## src/rtl/dispatchdiv_pkg.sv

```systemverilog
// Shared widths and entry layout for the divide issue queue and its dispatchers.
package dispatchdiv_pkg;

  localparam int DIV_TAG_W  = 6;
  localparam int DIV_DATA_W = 32;
  localparam int DIV_DEPTH  = 2;

  // Field order matches the dispatch_* bus and the issue-queue entry.
  typedef struct packed {
    logic [DIV_TAG_W-1:0]  rdtag;
    logic [DIV_TAG_W-1:0]  rstag;
    logic [DIV_TAG_W-1:0]  rttag;
    logic [DIV_DATA_W-1:0] rsdata;
    logic [DIV_DATA_W-1:0] rtdata;
    logic                  rsvalid;
    logic                  rtvalid;
  } div_entry_t;

endpackage

```

## src/rtl/dispatchdiv_slot.sv

```systemverilog
// One buffered divide instruction: storage plus CDB compare-and-capture for both sources.
module dispatchdiv_slot #(
  parameter int TAG_W  = 6,
  parameter int DATA_W = 32
) (
  input  logic              clk_i,
  input  logic              reset_i,
  input  logic              wr_en_i,
  input  logic [TAG_W-1:0]  wr_rdtag_i,
  input  logic [TAG_W-1:0]  wr_rstag_i,
  input  logic [TAG_W-1:0]  wr_rttag_i,
  input  logic [DATA_W-1:0] wr_rsdata_i,
  input  logic [DATA_W-1:0] wr_rtdata_i,
  input  logic              wr_rsvalid_i,
  input  logic              wr_rtvalid_i,
  input  logic              occupied_i,
  input  logic              cdb_valid_i,
  input  logic [TAG_W-1:0]  cdb_tag_i,
  input  logic [DATA_W-1:0] cdb_data_i,
  output logic [TAG_W-1:0]  rdtag_o,
  output logic [TAG_W-1:0]  rstag_o,
  output logic [TAG_W-1:0]  rttag_o,
  output logic [DATA_W-1:0] rsdata_o,
  output logic [DATA_W-1:0] rtdata_o,
  output logic              rsvalid_o,
  output logic              rtvalid_o
);

  logic [TAG_W-1:0]  rdtag_q, rdtag_d, rstag_q, rstag_d, rttag_q, rttag_d;
  logic [DATA_W-1:0] rsdata_q, rsdata_d, rtdata_q, rtdata_d;
  logic              rsvalid_q, rsvalid_d, rtvalid_q, rtvalid_d;
  logic              rs_hit, rt_hit, wr_rs_hit, wr_rt_hit;

  assign rs_hit    = cdb_valid_i && !rsvalid_q && (rstag_q == cdb_tag_i);
  assign rt_hit    = cdb_valid_i && !rtvalid_q && (rttag_q == cdb_tag_i);
  assign wr_rs_hit = cdb_valid_i && !wr_rsvalid_i && (wr_rstag_i == cdb_tag_i);
  assign wr_rt_hit = cdb_valid_i && !wr_rtvalid_i && (wr_rttag_i == cdb_tag_i);

  always_comb begin
    rdtag_d   = rdtag_q;
    rstag_d   = rstag_q;
    rttag_d   = rttag_q;
    rsdata_d  = rsdata_q;
    rtdata_d  = rtdata_q;
    rsvalid_d = rsvalid_q;
    rtvalid_d = rtvalid_q;
    if (wr_en_i) begin
      rdtag_d   = wr_rdtag_i;
      rstag_d   = wr_rstag_i;
      rttag_d   = wr_rttag_i;
      rsvalid_d = wr_rsvalid_i || wr_rs_hit;
      rtvalid_d = wr_rtvalid_i || wr_rt_hit;
      rsdata_d  = wr_rs_hit ? cdb_data_i : wr_rsdata_i;
      rtdata_d  = wr_rt_hit ? cdb_data_i : wr_rtdata_i;
    end else if (occupied_i) begin
      if (rs_hit) begin
        rsvalid_d = 1'b1;
        rsdata_d  = cdb_data_i;
      end
      if (rt_hit) begin
        rtvalid_d = 1'b1;
        rtdata_d  = cdb_data_i;
      end
    end
  end

  always_ff @(posedge clk_i or posedge reset_i) begin
    if (reset_i) begin
      rdtag_q   <= '0;
      rstag_q   <= '0;
      rttag_q   <= '0;
      rsdata_q  <= '0;
      rtdata_q  <= '0;
      rsvalid_q <= 1'b0;
      rtvalid_q <= 1'b0;
    end else begin
      rdtag_q   <= rdtag_d;
      rstag_q   <= rstag_d;
      rttag_q   <= rttag_d;
      rsdata_q  <= rsdata_d;
      rtdata_q  <= rtdata_d;
      rsvalid_q <= rsvalid_d;
      rtvalid_q <= rtvalid_d;
    end
  end

  // Same-cycle view so a broadcast coinciding with dispatch reaches the issue queue.
  assign rdtag_o   = rdtag_q;
  assign rstag_o   = rstag_q;
  assign rttag_o   = rttag_q;
  assign rsvalid_o = rsvalid_q || rs_hit;
  assign rtvalid_o = rtvalid_q || rt_hit;
  assign rsdata_o  = rs_hit ? cdb_data_i : rsdata_q;
  assign rtdata_o  = rt_hit ? cdb_data_i : rtdata_q;

endmodule

```

## src/rtl/dispatchdiv.sv

```systemverilog
// In-order buffer between rename/dispatch and the divide issue queue, with CDB operand capture.
module dispatchdiv
  import dispatchdiv_pkg::*;
#(
  parameter int DEPTH  = DIV_DEPTH,
  parameter int TAG_W  = DIV_TAG_W,
  parameter int DATA_W = DIV_DATA_W
) (
  input  logic              clk,
  input  logic              reset,
  input  logic              flush,
  input  logic              in_valid,
  output logic              in_ready,
  input  logic [TAG_W-1:0]  in_rdtag,
  input  logic [TAG_W-1:0]  in_rstag,
  input  logic [TAG_W-1:0]  in_rttag,
  input  logic [DATA_W-1:0] in_rsdata,
  input  logic [DATA_W-1:0] in_rtdata,
  input  logic              in_rsvalid,
  input  logic              in_rtvalid,
  input  logic              cdb_valid,
  input  logic [TAG_W-1:0]  cdb_tag,
  input  logic [DATA_W-1:0] cdb_data,
  output logic [TAG_W-1:0]  dispatch_rdtag,
  output logic [TAG_W-1:0]  dispatch_rstag,
  output logic [TAG_W-1:0]  dispatch_rttag,
  output logic [DATA_W-1:0] dispatch_rsdata,
  output logic [DATA_W-1:0] dispatch_rtdata,
  output logic              dispatch_rsvalid,
  output logic              dispatch_rtvalid,
  output logic              dispatch_en,
  input  logic              dispatch_ready
);

  localparam int AW = $clog2(DEPTH);

  // Handshakes: a transfer happens on a cycle where valid && ready are both high
  // at the rising edge (in_valid/in_ready upstream, dispatch_en/dispatch_ready
  // downstream); valid never depends on ready, and in_ready comes from registers only.
  logic [AW:0]   head_q, head_d, tail_q, tail_d, count;
  logic [AW-1:0] head_idx, tail_idx;
  logic          empty, full, enq, deq;

  logic [TAG_W-1:0]  s_rdtag  [DEPTH];
  logic [TAG_W-1:0]  s_rstag  [DEPTH];
  logic [TAG_W-1:0]  s_rttag  [DEPTH];
  logic [DATA_W-1:0] s_rsdata [DEPTH];
  logic [DATA_W-1:0] s_rtdata [DEPTH];
  logic              s_rsvalid[DEPTH];
  logic              s_rtvalid[DEPTH];

  assign head_idx = head_q[AW-1:0];
  assign tail_idx = tail_q[AW-1:0];
  assign count    = tail_q - head_q;
  assign empty    = (head_q == tail_q);
  assign full     = (head_idx == tail_idx) && (head_q[AW] != tail_q[AW]);
  assign in_ready = !full;
  assign enq      = in_valid && !full && !flush;
  assign deq      = !empty && dispatch_ready && !flush;

  always_comb begin
    head_d = head_q;
    tail_d = tail_q;
    if (flush) begin
      head_d = '0;
      tail_d = '0;
    end else begin
      if (enq) tail_d = tail_q + 1'b1;
      if (deq) head_d = head_q + 1'b1;
    end
  end

  always_ff @(posedge clk or posedge reset) begin
    if (reset) begin
      head_q <= '0;
      tail_q <= '0;
    end else begin
      head_q <= head_d;
      tail_q <= tail_d;
    end
  end

  for (genvar i = 0; i < DEPTH; i++) begin : g_slot
    logic [AW-1:0] off;
    logic          occ;
    // Slot i is live when its distance from head is below the current count.
    assign off = AW'(i) - head_idx;
    assign occ = ({1'b0, off} < count);

    dispatchdiv_slot #(
      .TAG_W (TAG_W),
      .DATA_W(DATA_W)
    ) u_slot (
      .clk_i       (clk),
      .reset_i     (reset),
      .wr_en_i     (enq && (tail_idx == AW'(i))),
      .wr_rdtag_i  (in_rdtag),
      .wr_rstag_i  (in_rstag),
      .wr_rttag_i  (in_rttag),
      .wr_rsdata_i (in_rsdata),
      .wr_rtdata_i (in_rtdata),
      .wr_rsvalid_i(in_rsvalid),
      .wr_rtvalid_i(in_rtvalid),
      .occupied_i  (occ),
      .cdb_valid_i (cdb_valid),
      .cdb_tag_i   (cdb_tag),
      .cdb_data_i  (cdb_data),
      .rdtag_o     (s_rdtag[i]),
      .rstag_o     (s_rstag[i]),
      .rttag_o     (s_rttag[i]),
      .rsdata_o    (s_rsdata[i]),
      .rtdata_o    (s_rtdata[i]),
      .rsvalid_o   (s_rsvalid[i]),
      .rtvalid_o   (s_rtvalid[i])
    );
  end

  assign dispatch_en      = !empty;
  assign dispatch_rdtag   = empty ? '0 : s_rdtag[head_idx];
  assign dispatch_rstag   = empty ? '0 : s_rstag[head_idx];
  assign dispatch_rttag   = empty ? '0 : s_rttag[head_idx];
  assign dispatch_rsdata  = empty ? '0 : s_rsdata[head_idx];
  assign dispatch_rtdata  = empty ? '0 : s_rtdata[head_idx];
  assign dispatch_rsvalid = empty ? 1'b0 : s_rsvalid[head_idx];
  assign dispatch_rtvalid = empty ? 1'b0 : s_rtvalid[head_idx];

endmodule

```

## config.mk

```make
export PLATFORM = sky130hd
export DESIGN_NAME = dispatchdiv
export DESIGN_NICKNAME = d
export VERILOG_FILES = /design/src/rtl/dispatchdiv_pkg.sv /design/src/rtl/dispatchdiv_slot.sv /design/src/rtl/dispatchdiv.sv
export SDC_FILE = /design/constraint.sdc
export NUM_CORES = 1
export LEC_CHECK = 0
export CORE_MARGIN = 3
export CORE_UTILIZATION = 55
export DETAILED_ROUTE_END_ITERATION = 8
export PLACE_DENSITY_LB_ADDON = 0.12
export SLEW_MARGIN = 20
export SYNTH_ARGS = -nofsm -noshare
export SYNTH_HDL_FRONTEND = slang
export SYNTH_HIERARCHICAL = 1
export SYNTH_SLANG_ARGS = --single-unit
```

## constraint.sdc

```tcl
create_clock -name clk -period 3.5 [get_ports clk]
set_input_delay 0.7 -clock clk [delete_from_list [all_inputs] [get_ports clk]]
set_output_delay 0.7 -clock clk [all_outputs]
set_load 0.01 [all_outputs]
```

==> results of run 1 <==
-- cells by family after synthesis --
| kind of cell | synth area share, % |
|---|---|
| AOI/OAI and AO/OA | 11.4 |
| muxes | 19.8 |
| xor gates and xnor gates | 2.95 |
| and+or+nand+nor | 29.6 |
| buffers and inverters | 6.97 |
| adders and majority gates | 0.253 |
| DFF | 29.0 |
-- state kept, by name, indices dropped and copies added (netlist names) --
signal                   flops
g_slot.u_slot/rdtag_o       12
g_slot.u_slot/rsdata_q      64
g_slot.u_slot/rstag_o       12
g_slot.u_slot/rsvalid_q      2
g_slot.u_slot/rtdata_q      64
g_slot.u_slot/rttag_o       12
g_slot.u_slot/rtvalid_q      2
head_q                       2
tail_q                       2
-- timing repair --
| action | 4_1_cts | 5_1_grt |
|---|---|---|
| pin swaps | 10 | 5 |
| cloned | 6 | 1 |
| setup endpoints to repair | 78 | 77 |
| setup buffers | 7 | 7 |
| gates resized for setup | 166 | 29 |
-- layout make-up --
class,instances,area [sq um],area share [%]
multi-input cells,1308,9840,53.4
clock inverters,15,168,0.910
diodes,1,2.50,0.0136
inverters,9,36.3,0.197
flip-flops and latches,172,4310,23.4
repair buffers,331,3220,17.5
well taps,335,419,2.28
clock buffers,17,425,2.31
-- critical path, cell delays in order --
cell             delay, ps
clkdlybuf4s15_2        270
xor2_1                 220
nor3_4                 270
buf_4                  180
nand3_4                150
buf_4                  180
mux2_2                 270
mux2i_1                170
nor2_1                 100
clkdlybuf4s15_1        240
-- per-stage QoR --
step                      hold slack [ps]  power [uW]  setup WS [ps]  std cells
after CTS                             513       13800          -23.1       2179
after floorplan                       466        8770            635       1687
after global placement                489       11600           -631       2134
after detailed placement              494       11800           -697       2134
after global routing                  523       14900          -42.7       2187
final                                 509       14100           30.7       2188
-- path summary, 6_finish.rpt --
path,start,slack (ps),to
max reg2reg,tail_q[0],450,g_slot[1].u_slot/rsdata_q[12]
max in group asynchronous,reset,1950,g_slot[0].u_slot/rsdata_q[3]
max,cdb_tag[4],30,dispatch_rsdata[26]
min in group asynchronous,reset,550,head_q[1]
min,g_slot[1].u_slot/rdtag_o[5],510,g_slot[1].u_slot/rdtag_o[5]
min reg2reg,g_slot[1].u_slot/rdtag_o[5],510,g_slot[1].u_slot/rdtag_o[5]
-- power by group through the flow --
| stage | Clock [uW] | Sequential, uW | Combinational, uW |
|---|---|---|---|
| after floorplan | 0 | 3320 | 5450 |
| after global placement | 0 | 3490 | 8130 |
| after detailed placement | 0 | 3530 | 8270 |
| after CTS | 1990 | 3520 | 8260 |
| after global routing | 2080 | 3670 | 9110 |
| final | 1990 | 3580 | 8540 |
-- metal layers --
| layer | global-route usage (%) | up-vias | wire, microns |
|---|---|---|---|
| li1 | - | 6634 | - |
| met1 | 49.4 | 7403 | 21600 |
| met2 | 58.0 | 1221 | 25100 |
| met3 | 8.01 | 249 | 6390 |
| met4 | 19.0 | 2 | 2970 |
| met5 | 0 | - | 20 |
-- cell usage in the layout (no fill, tap or decap), types with 6 or more instances in the layout --
cell             count
nor2_4              10
nand4_1            265
a21oi_1              9
clkdlybuf4s15_1      9
nand3_1            133
inv_1                7
buf_2               12
clkbuf_16           18
mux2_2              65
mux2i_4              6
o21ai_1             70
o21ai_0             59
xor2_1               6
buf_12              19
dfrtp_1            171
nor2_1              69
mux2i_2              6
mux2_1              41
inv_6                6
clkdlybuf4s50_1    143
xnor2_2             12
xnor2_1             27
o211ai_1           128
nor2_2               9
mux2i_1             75
mux2_4              58
buf_4               91
dlygate4sd2_1       40
nor2b_1            196
==> results.json, run 1 <==
{
  "path_clk_slew_ps": 70,
  "drive_above_1_share_pct": 20.2,
  "required_ps": 2800,
  "grt_max_degree": 165,
  "root_buffer": "clkbuf_16",
  "ys_ff_latch": 172,
  "switching_share_pct": 43.2,
  "dpl.hpwl_microns": 32800,
  "critPathKind": "in2out",
  "num_rows": 59,
  "hold_violations": 0,
  "area_delta_synth_final_pct": 24.2,
  "initial_core_util_pct": 56.4,
  "yosys.area.top_type": "dfrtp_1",
  "drcViolationCount": 0,
  "syn_area_sq_mm": 0.0148,
  "cts.path.max_buffers": 2,
  "grt_overflow": 0,
  "powerDensity_mw_per_mm2": 766,
  "synthArstFlopShare_pct": 100,
  "synth_common_cells": "265 x nand4_1, 196 x nor2b_1, 172 x dfrtp_1, 138 x clkbuf_1, 133 x nand3_1",
  "finClkSkew_ps": 16.3,
  "reg2regPathDepth": 10,
  "grt_usage_pct": 37.4,
  "port_buffers": 213,
  "crit_path_end_kind": "output pin",
  "yosysMostFrequentCell": "nand4_1",
  "fp.coreArea_sq_mm": 0.0263,
  "p_sw_uw": 6100,
  "ys.flop_type": "dfrtp_1",
  "place_area_sq_mm": 0.0174,
  "clock.fmax_mhz": 288,
  "yosysSeqAreaShare_pct": 29.0,
  "syn_nets": 1818,
  "htree_levels": 4,
  "die-height_microns": 170,
  "cp.arrival_ps": 2770,
  "ys_types": 45,
  "synthCells": 1687,
  "hold_buffers": 0,
  "synth_area_leaders": "dfrtp_1 29%, nand4_1 11%, nor2b_1 8.3%",
  "status": "finished clean",
  "tns_ps": 0,
  "fillers": 2057,
  "slew_violations": 0,
  "relSlewSlack_pct": 48.5,
  "fin_crit_ps": 3470,
  "vias": 15509,
  "nets": 1970,
  "crit_path_start_kind": "input pin",
  "cts_tree": "built",
  "io_pins": 214,
  "die_x_microns": 170,
  "final_antenna_net_count": 0,
  "grt_pass1_vias": 15537,
  "power_leakage_uw": 0.00730,
  "grt_antenna_before_repair": 1,
  "finalInstanceArea_sq_mm": 0.0184,
  "yosys_warnings": 6,
  "cap_violations": 0,
  "wl_per_cell_microns": 25.7,
  "internal_power_uw": 8010,
  "ir_drop_mv": 0.704,
  "viasPerCell": 7.09,
  "finalSetupViolations": 0,
  "place_congestion": 0.889,
  "cts.sinks": 172,
  "drtIter0Drc": 2275,
  "numCtsBuffers": 17,
  "p_comb_share_pct": 60.5,
  "first_pass_iters": 9,
  "synth_top_area_share_pct": 29.0,
  "pwr-share-clk_pct": 14.1,
  "hp-class": "reg2reg",
  "grt_pass1_wl_microns": 86200,
  "seqPwrFrac_pct": 25.3,
  "dieArea_sq_mm": 0.0290,
  "routed_wl_microns": 56200,
  "worstMarginPinSlew_ps": 773,
  "fin_crit_sh_pct": 99.1,
  "final_util_pct": 70.1,
  "synth_edf_count": 0,
  "hold_depth": 1,
  "rsz0062_at_grt": "true",
  "cp_max_fo": 5,
  "insertion_delay_ps": 440,
  "avgSynthCellArea_sq_um": 8.79
}
Note: power is estimated with default switching activity, not from simulation.
==> run 2, diff against run 1 <==
--- a/config.mk
+++ b/config.mk
@@ -8,6 +8,7 @@
 export CORE_MARGIN = 3
 export CORE_UTILIZATION = 55
 export DETAILED_ROUTE_END_ITERATION = 8
+export HOLD_SLACK_MARGIN = 0.08
 export PLACE_DENSITY_LB_ADDON = 0.12
 export SLEW_MARGIN = 20
 export SYNTH_ARGS = -nofsm -noshare
==> results of run 2 <==
Same layout as run 1: the final DEF is identical, and so are final timing and power.
